**src/rtl/cfg_loader_pkg.sv**
```systemverilog
// Shared types and widths for the config stream loader.
// Pair layout carried through the FIFO and the loader FSM encoding.
// No logic lives here.
package cfg_loader_pkg;

  localparam int CFG_ADDR_W = 32;
  localparam int CFG_DATA_W = 32;
  localparam logic [CFG_ADDR_W-1:0] CFG_NOP_ADDR = 32'h0;

  typedef struct packed {
    logic [CFG_ADDR_W-1:0] addr;
    logic [CFG_DATA_W-1:0] data;
    logic                  last;
  } cfg_pair_t;

  typedef enum logic {
    LD_LOAD = 1'b0,
    LD_DONE = 1'b1
  } ld_state_t;

endpackage

```
**src/rtl/cfg_fifo.sv**
```systemverilog
// DEPTH-entry FIFO of config pairs; head entry is readable combinationally.
// Latency: a push is visible at the head on the cycle after its edge.
// Backpressure: push while full and pop while empty are ignored.
module cfg_fifo
  import cfg_loader_pkg::*;
#(
  parameter int DEPTH = 4
) (
  input  logic      clk_i,
  input  logic      rst_i,
  input  logic      push_i,
  input  cfg_pair_t push_dat_i,
  input  logic      pop_i,
  output cfg_pair_t pop_dat_o,
  output logic      full_o,
  output logic      empty_o
);

  localparam int AW = $clog2(DEPTH);

  cfg_pair_t       mem_q [DEPTH];
  logic [AW:0]     wr_ptr_q;
  logic [AW:0]     rd_ptr_q;
  logic            do_push;
  logic            do_pop;

  // Extra pointer MSB distinguishes a full wrap from empty.
  assign full_o    = (wr_ptr_q[AW] != rd_ptr_q[AW]) && (wr_ptr_q[AW-1:0] == rd_ptr_q[AW-1:0]);
  assign empty_o   = (wr_ptr_q == rd_ptr_q);
  // Full is judged before any same-cycle pop, so a push into a full FIFO is always refused.
  assign do_push   = push_i && !full_o;
  assign do_pop    = pop_i && !empty_o;
  assign pop_dat_o = mem_q[rd_ptr_q[AW-1:0]];

  // Pointer update; reset flushes the FIFO by equalising the pointers.
  always_ff @(posedge clk_i or posedge rst_i) begin
    if (rst_i) begin
      wr_ptr_q <= '0;
      rd_ptr_q <= '0;
    end else begin
      if (do_push) wr_ptr_q <= wr_ptr_q + {{AW{1'b0}}, 1'b1};
      if (do_pop)  rd_ptr_q <= rd_ptr_q + {{AW{1'b0}}, 1'b1};
    end
  end

  // Storage write; contents need no reset since the pointers gate visibility.
  always_ff @(posedge clk_i) begin
    if (do_push) mem_q[wr_ptr_q[AW-1:0]] <= push_dat_i;
  end

endmodule

```
**src/rtl/cfg_stream_loader.sv**
```systemverilog
// Buffers host (addr,data) config pairs and issues one per cycle to the PE tile config port.
// Latency: pair pushed into an empty FIFO at edge N appears on config_addr/data at edge N+1.
// Backpressure: in_ready low when FIFO full, once last is accepted, or while DONE.
module cfg_stream_loader
  import cfg_loader_pkg::*;
#(
  parameter int          DEPTH     = 4,
  parameter logic [15:0] TILE_ID   = 16'h15,
  parameter bit          FILTER_EN = 1'b0
) (
  input  logic                  clk_in,
  input  logic                  reset,
  input  logic                  in_valid,
  output logic                  in_ready,
  input  logic [CFG_ADDR_W-1:0] in_addr,
  input  logic [CFG_DATA_W-1:0] in_data,
  input  logic                  in_last,
  input  logic                  cfg_hold,
  input  logic                  clear_done,
  output logic [CFG_ADDR_W-1:0] config_addr,
  output logic [CFG_DATA_W-1:0] config_data,
  output logic                  config_done,
  output logic [15:0]           word_count
);

  ld_state_t             state_q, state_d;
  logic [CFG_ADDR_W-1:0] addr_q, addr_d;
  logic [CFG_DATA_W-1:0] data_q, data_d;
  logic [15:0]           cnt_q, cnt_d;
  logic                  last_seen_q, last_seen_d;

  cfg_pair_t             wr_pair;
  cfg_pair_t             head;
  logic                  fifo_full;
  logic                  fifo_empty;
  logic                  push;
  logic                  issue;
  logic                  keep;

  assign wr_pair  = '{addr: in_addr, data: in_data, last: in_last};
  // Once the last pair is accepted nothing more may enter until the stream is cleared.
  assign in_ready = !fifo_full && (state_q == LD_LOAD) && !last_seen_q;
  assign push     = in_valid && in_ready;
  assign keep     = !FILTER_EN || (head.addr[15:0] == TILE_ID);

  cfg_fifo #(
    .DEPTH(DEPTH)
  ) u_fifo (
    .clk_i      (clk_in),
    .rst_i      (reset),
    .push_i     (push),
    .push_dat_i (wr_pair),
    .pop_i      (issue),
    .pop_dat_o  (head),
    .full_o     (fifo_full),
    .empty_o    (fifo_empty)
  );

  // State, output pair, counter and last-accepted flag registers.
  always_ff @(posedge clk_in or posedge reset) begin
    if (reset) begin
      state_q     <= LD_LOAD;
      addr_q      <= CFG_NOP_ADDR;
      data_q      <= '0;
      cnt_q       <= '0;
      last_seen_q <= 1'b0;
    end else begin
      state_q     <= state_d;
      addr_q      <= addr_d;
      data_q      <= data_d;
      cnt_q       <= cnt_d;
      last_seen_q <= last_seen_d;
    end
  end

  // Next state: issue/filter the head pair in LOAD, wait for clear_done in DONE.
  always_comb begin
    state_d     = state_q;
    addr_d      = CFG_NOP_ADDR;
    data_d      = '0;
    cnt_d       = cnt_q;
    last_seen_d = last_seen_q;
    issue       = 1'b0;
    case (state_q)
      LD_LOAD: begin
        if (push && in_last) last_seen_d = 1'b1;
        if (!fifo_empty && !cfg_hold) begin
          issue = 1'b1;
          // Filtered pairs are consumed but drive a no-op and are not counted.
          if (keep) begin
            addr_d = head.addr;
            data_d = head.data;
            if (cnt_q != 16'hFFFF) cnt_d = cnt_q + 16'd1;
          end
          if (head.last) state_d = LD_DONE;
        end
      end
      LD_DONE: begin
        if (clear_done) begin
          state_d     = LD_LOAD;
          cnt_d       = '0;
          last_seen_d = 1'b0;
        end
      end
      default: state_d = LD_LOAD;
    endcase
  end

  assign config_addr = addr_q;
  assign config_data = data_q;
  assign config_done = (state_q == LD_DONE);
  assign word_count  = cnt_q;

endmodule

```
**config.mk**
```make
export PLATFORM = sky130hd
export DESIGN_NAME = cfg_stream_loader
export DESIGN_NICKNAME = d
export VERILOG_FILES = /design/src/rtl/cfg_loader_pkg.sv /design/src/rtl/cfg_fifo.sv /design/src/rtl/cfg_stream_loader.sv
export SDC_FILE = /design/constraint.sdc
export NUM_CORES = 1
export LEC_CHECK = 0
export ABC_AREA = 1
export CAP_MARGIN = 20
export CORE_ASPECT_RATIO = 1.4
export CORE_MARGIN = 2
export CORE_UTILIZATION = 51
export DETAILED_ROUTE_END_ITERATION = 6
export GPL_TIMING_DRIVEN = 0
export HOLD_SLACK_MARGIN = 0.12
export PLACE_DENSITY = 0.76
export SKIP_CTS_REPAIR_TIMING = 1
export SLEW_MARGIN = 20
export SYNTH_ARGS = -nofsm -noshare
export SYNTH_HDL_FRONTEND = slang
export SYNTH_HIERARCHICAL = 1
export SYNTH_SLANG_ARGS = --single-unit
```
**constraint.sdc**
```tcl
create_clock -name clk_in -period 4.1 [get_ports clk_in]
set_input_delay 0.615 -clock clk_in [delete_from_list [all_inputs] [get_ports clk_in]]
set_output_delay 0.615 -clock clk_in [all_outputs]
set_load 0.01 [all_outputs]
```
==> impl_metrics.tcl <==
set metrics [dict create \
    status "completed" \
    cts_buffers 31 \
    grt_pass1_wl_mm 46.3 \
    timing.critical_path.required_ns 4.36 \
    yosysTopAreaCellShare 0.564 \
    holdWs_ns 0.403 \
    yosysMostFrequentCell "edfxtp_1" \
    hold_viol 0 \
    insertion_delay_ns 0.56 \
    portBuffers 151 \
    clock_path_buffers 3 \
    yosys.area.top_type "edfxtp_1" \
    min_period_ns 3.33 \
    start_util 0.516 \
    globalRouteTotalUtil 0.213 \
    stdcell_area_mm2 0.0171 \
    dpl-instance-area_mm2 0.0161 \
    ys_top_cells_by_area "edfxtp_1, dfrtp_1, nor2_1, o21ai_0, o22ai_2" \
    setup_violations 0 \
    crit_path_end_kind "flop" \
    drt_iter0_drc 522 \
    die_area_mm2 0.0285 \
    finalWirelength_mm 30.0 \
    dpl.hpwl_mm 19.4 \
    syn2layout_area_growth_pct 23.3 \
    dr.pass1.iters 5 \
    core-area_mm2 0.0268 \
    post_drt_via_cell_ratio 5.25 \
    rrSetupSlack_ns 0.77 \
    antenna_found_initial 4 \
    grt_start_max_net_pins 54 \
    clkSinkCount 348 \
    final_core_util 0.636 \
    ys_seq_elements 348 \
    slew_violations 0 \
    clkTransAtPathRegs_ns 0.07 \
    drc 0 \
    std_cell_rows 71 \
    crit_type "flop to flop" \
    gr-total-overflow 0 \
    h-tree-depth 1 \
    synth_area_per_cell_um2 13.0 \
    crit_arrival_ns 3.59 \
    cts_tree "done" \
    fmax_mhz 300 \
    p_leak_nw 6.42 \
    synthArstFlopShare 0.253 \
    synthDistinctLibCells 36 \
    synth_flop_cell "edfxtp_1" \
    irDropWorstVdd_uv 498 \
    synth_edf_count 260 \
    skew_ns 0.0130 \
    num_vias 8681 \
    max-cap-violations 0 \
    synth_area_mm2 0.0138 \
    num_io_pins 152 \
    fp.dieH_um 199 \
    synth_commonest_cells "edfxtp_1, nor2_1, o21ai_0" \
    synth_nets 1140 \
    drive_above_1_share 0.138 \
    yosysSeqAreaShare 0.723 \
    synth_cells 1064 \
    start_kind "flop" \
    path_max_fanout 16 \
    clockRootBuffer "clkbuf_16" \
    antenna_left 0 \
    routedWlPerCell_um 18.2 \
    grt_setup_unrepaired "no" \
    first_global_vias 8932 \
    hp-class "primary input to async pin" \
    p_per_area_mw_per_mm2 698 \
    slew_headroom 0.603 \
    place_congestion 0.893 \
    dp_slack_ns 0.816 \
    fin_crit_sh 0.812 \
    worst_slew_pin_slew_ns 0.596 \
    fin_ws_ns 0.770 \
    nNetsFinal 1336 \
    fp.dieW_um 143 \
    ys_warn_count 6 \
]
metrics by stage:
stage	power (mW)	setup TNS, ns	std cells
after global placement	9.16	-631.39	1580
after CTS	12.0	0	1648
after detailed placement	9.35	0	1592
after global routing	12.6	0	1650
after floorplan	7.50	-132.57	1064
final	11.9	0	1652
critical path, stage by stage (launching register included):
cell	delay (ns)
dfrtp_1	0.64
buf_6	0.25
xnor2_2	0.11
nand3_2	0.14
inv_2	0.04
nor3_1	0.26
and2_1	0.32
nand2_2	0.19
nor2_4	0.47
buf_16	0.22
buf_8	0.18
buf_16	0.17
cell type report:
type | instances | area [µm²]
Antenna cell | 4 | 10.0
Timing Repair Buffer | 163 | 1810
Buffer | 53 | 348
Clock buffer | 47 | 876
Tap cell | 365 | 457
Multi-Input combinational cell | 565 | 3140
Clock inverter | 9 | 45.0
Sequential cell | 348 | 10000
Fill cell | 2034 | 9760
Inverter | 98 | 375
cells in the final DEF (no fill, tap or decap), drive strengths merged:
cell / n
a21oi: 1
a22o: 1
and2: 1
buf: 46
clkbuf: 66
clkdlybuf4s50: 151
clkinv: 8
clkinvlp: 1
dfrtp: 88
diode: 4
edfxtp: 260
ha: 6
inv: 98
nand2: 82
nand3: 23
nand4: 4
nor2: 223
nor3: 3
nor3b: 2
o21ai: 147
o21bai: 3
o22ai: 65
or2: 1
xnor2: 1
xor2: 2
metal layers:
layer	up-vias	GRT usage	routed length, µm
li1	4077	-	-
met2	306	0.382	15800
met3	79	0.0339	1690
met5	-	0	13
met1	4217	0.246	11200
met4	2	0.108	1340
state kept, by name, summed over array words and instances, names as in the netlist:
signal and cells:
u_fifo/mem_q 260, config_addr 32, config_data 32, word_count 16, u_fifo/rd_ptr_q 3, u_fifo/wr_ptr_q 3, config_done 1, last_seen_q 1
cells by family (layout without fill, tap and decap cells):
kind of cell | Yosys count | after routing | share of synthesized area
buffers and inverters | 151 | 370 | 0.0519
adders and majority gates | 6 | 6 | 0.00542
AOI/OAI and AO/OA | 217 | 217 | 0.102
xor gates and xnor gates | 3 | 3 | 0.00244
other | 0 | 4 | 0
and+or+nand+nor | 339 | 339 | 0.115
DFF | 348 | 348 | 0.723
path summary, 6_finish.rpt:
| path | startpoint | to | cells past startpoint |
|---|---|---|---|
| max reg2reg | u_fifo/rd_ptr_q[0] | u_fifo/mem_q[0][48] | 11 |
| max in group asynchronous | reset | config_data[20] | 3 |
| min | reset | u_fifo/rd_ptr_q[2] | 2 |
| max | u_fifo/rd_ptr_q[0] | u_fifo/mem_q[0][48] | 11 |
| min in group clk_in | last_seen_q | last_seen_q | 1 |
| min reg2reg | last_seen_q | last_seen_q | 1 |
where the power goes:
group          switching [mW]  internal (mW)  leakage [nW]
logic                    2.62           1.82          2.45
clock network            1.16           1.46         0.452
registers               0.321           4.54          3.52
Power figures use the tool's default switching activity.
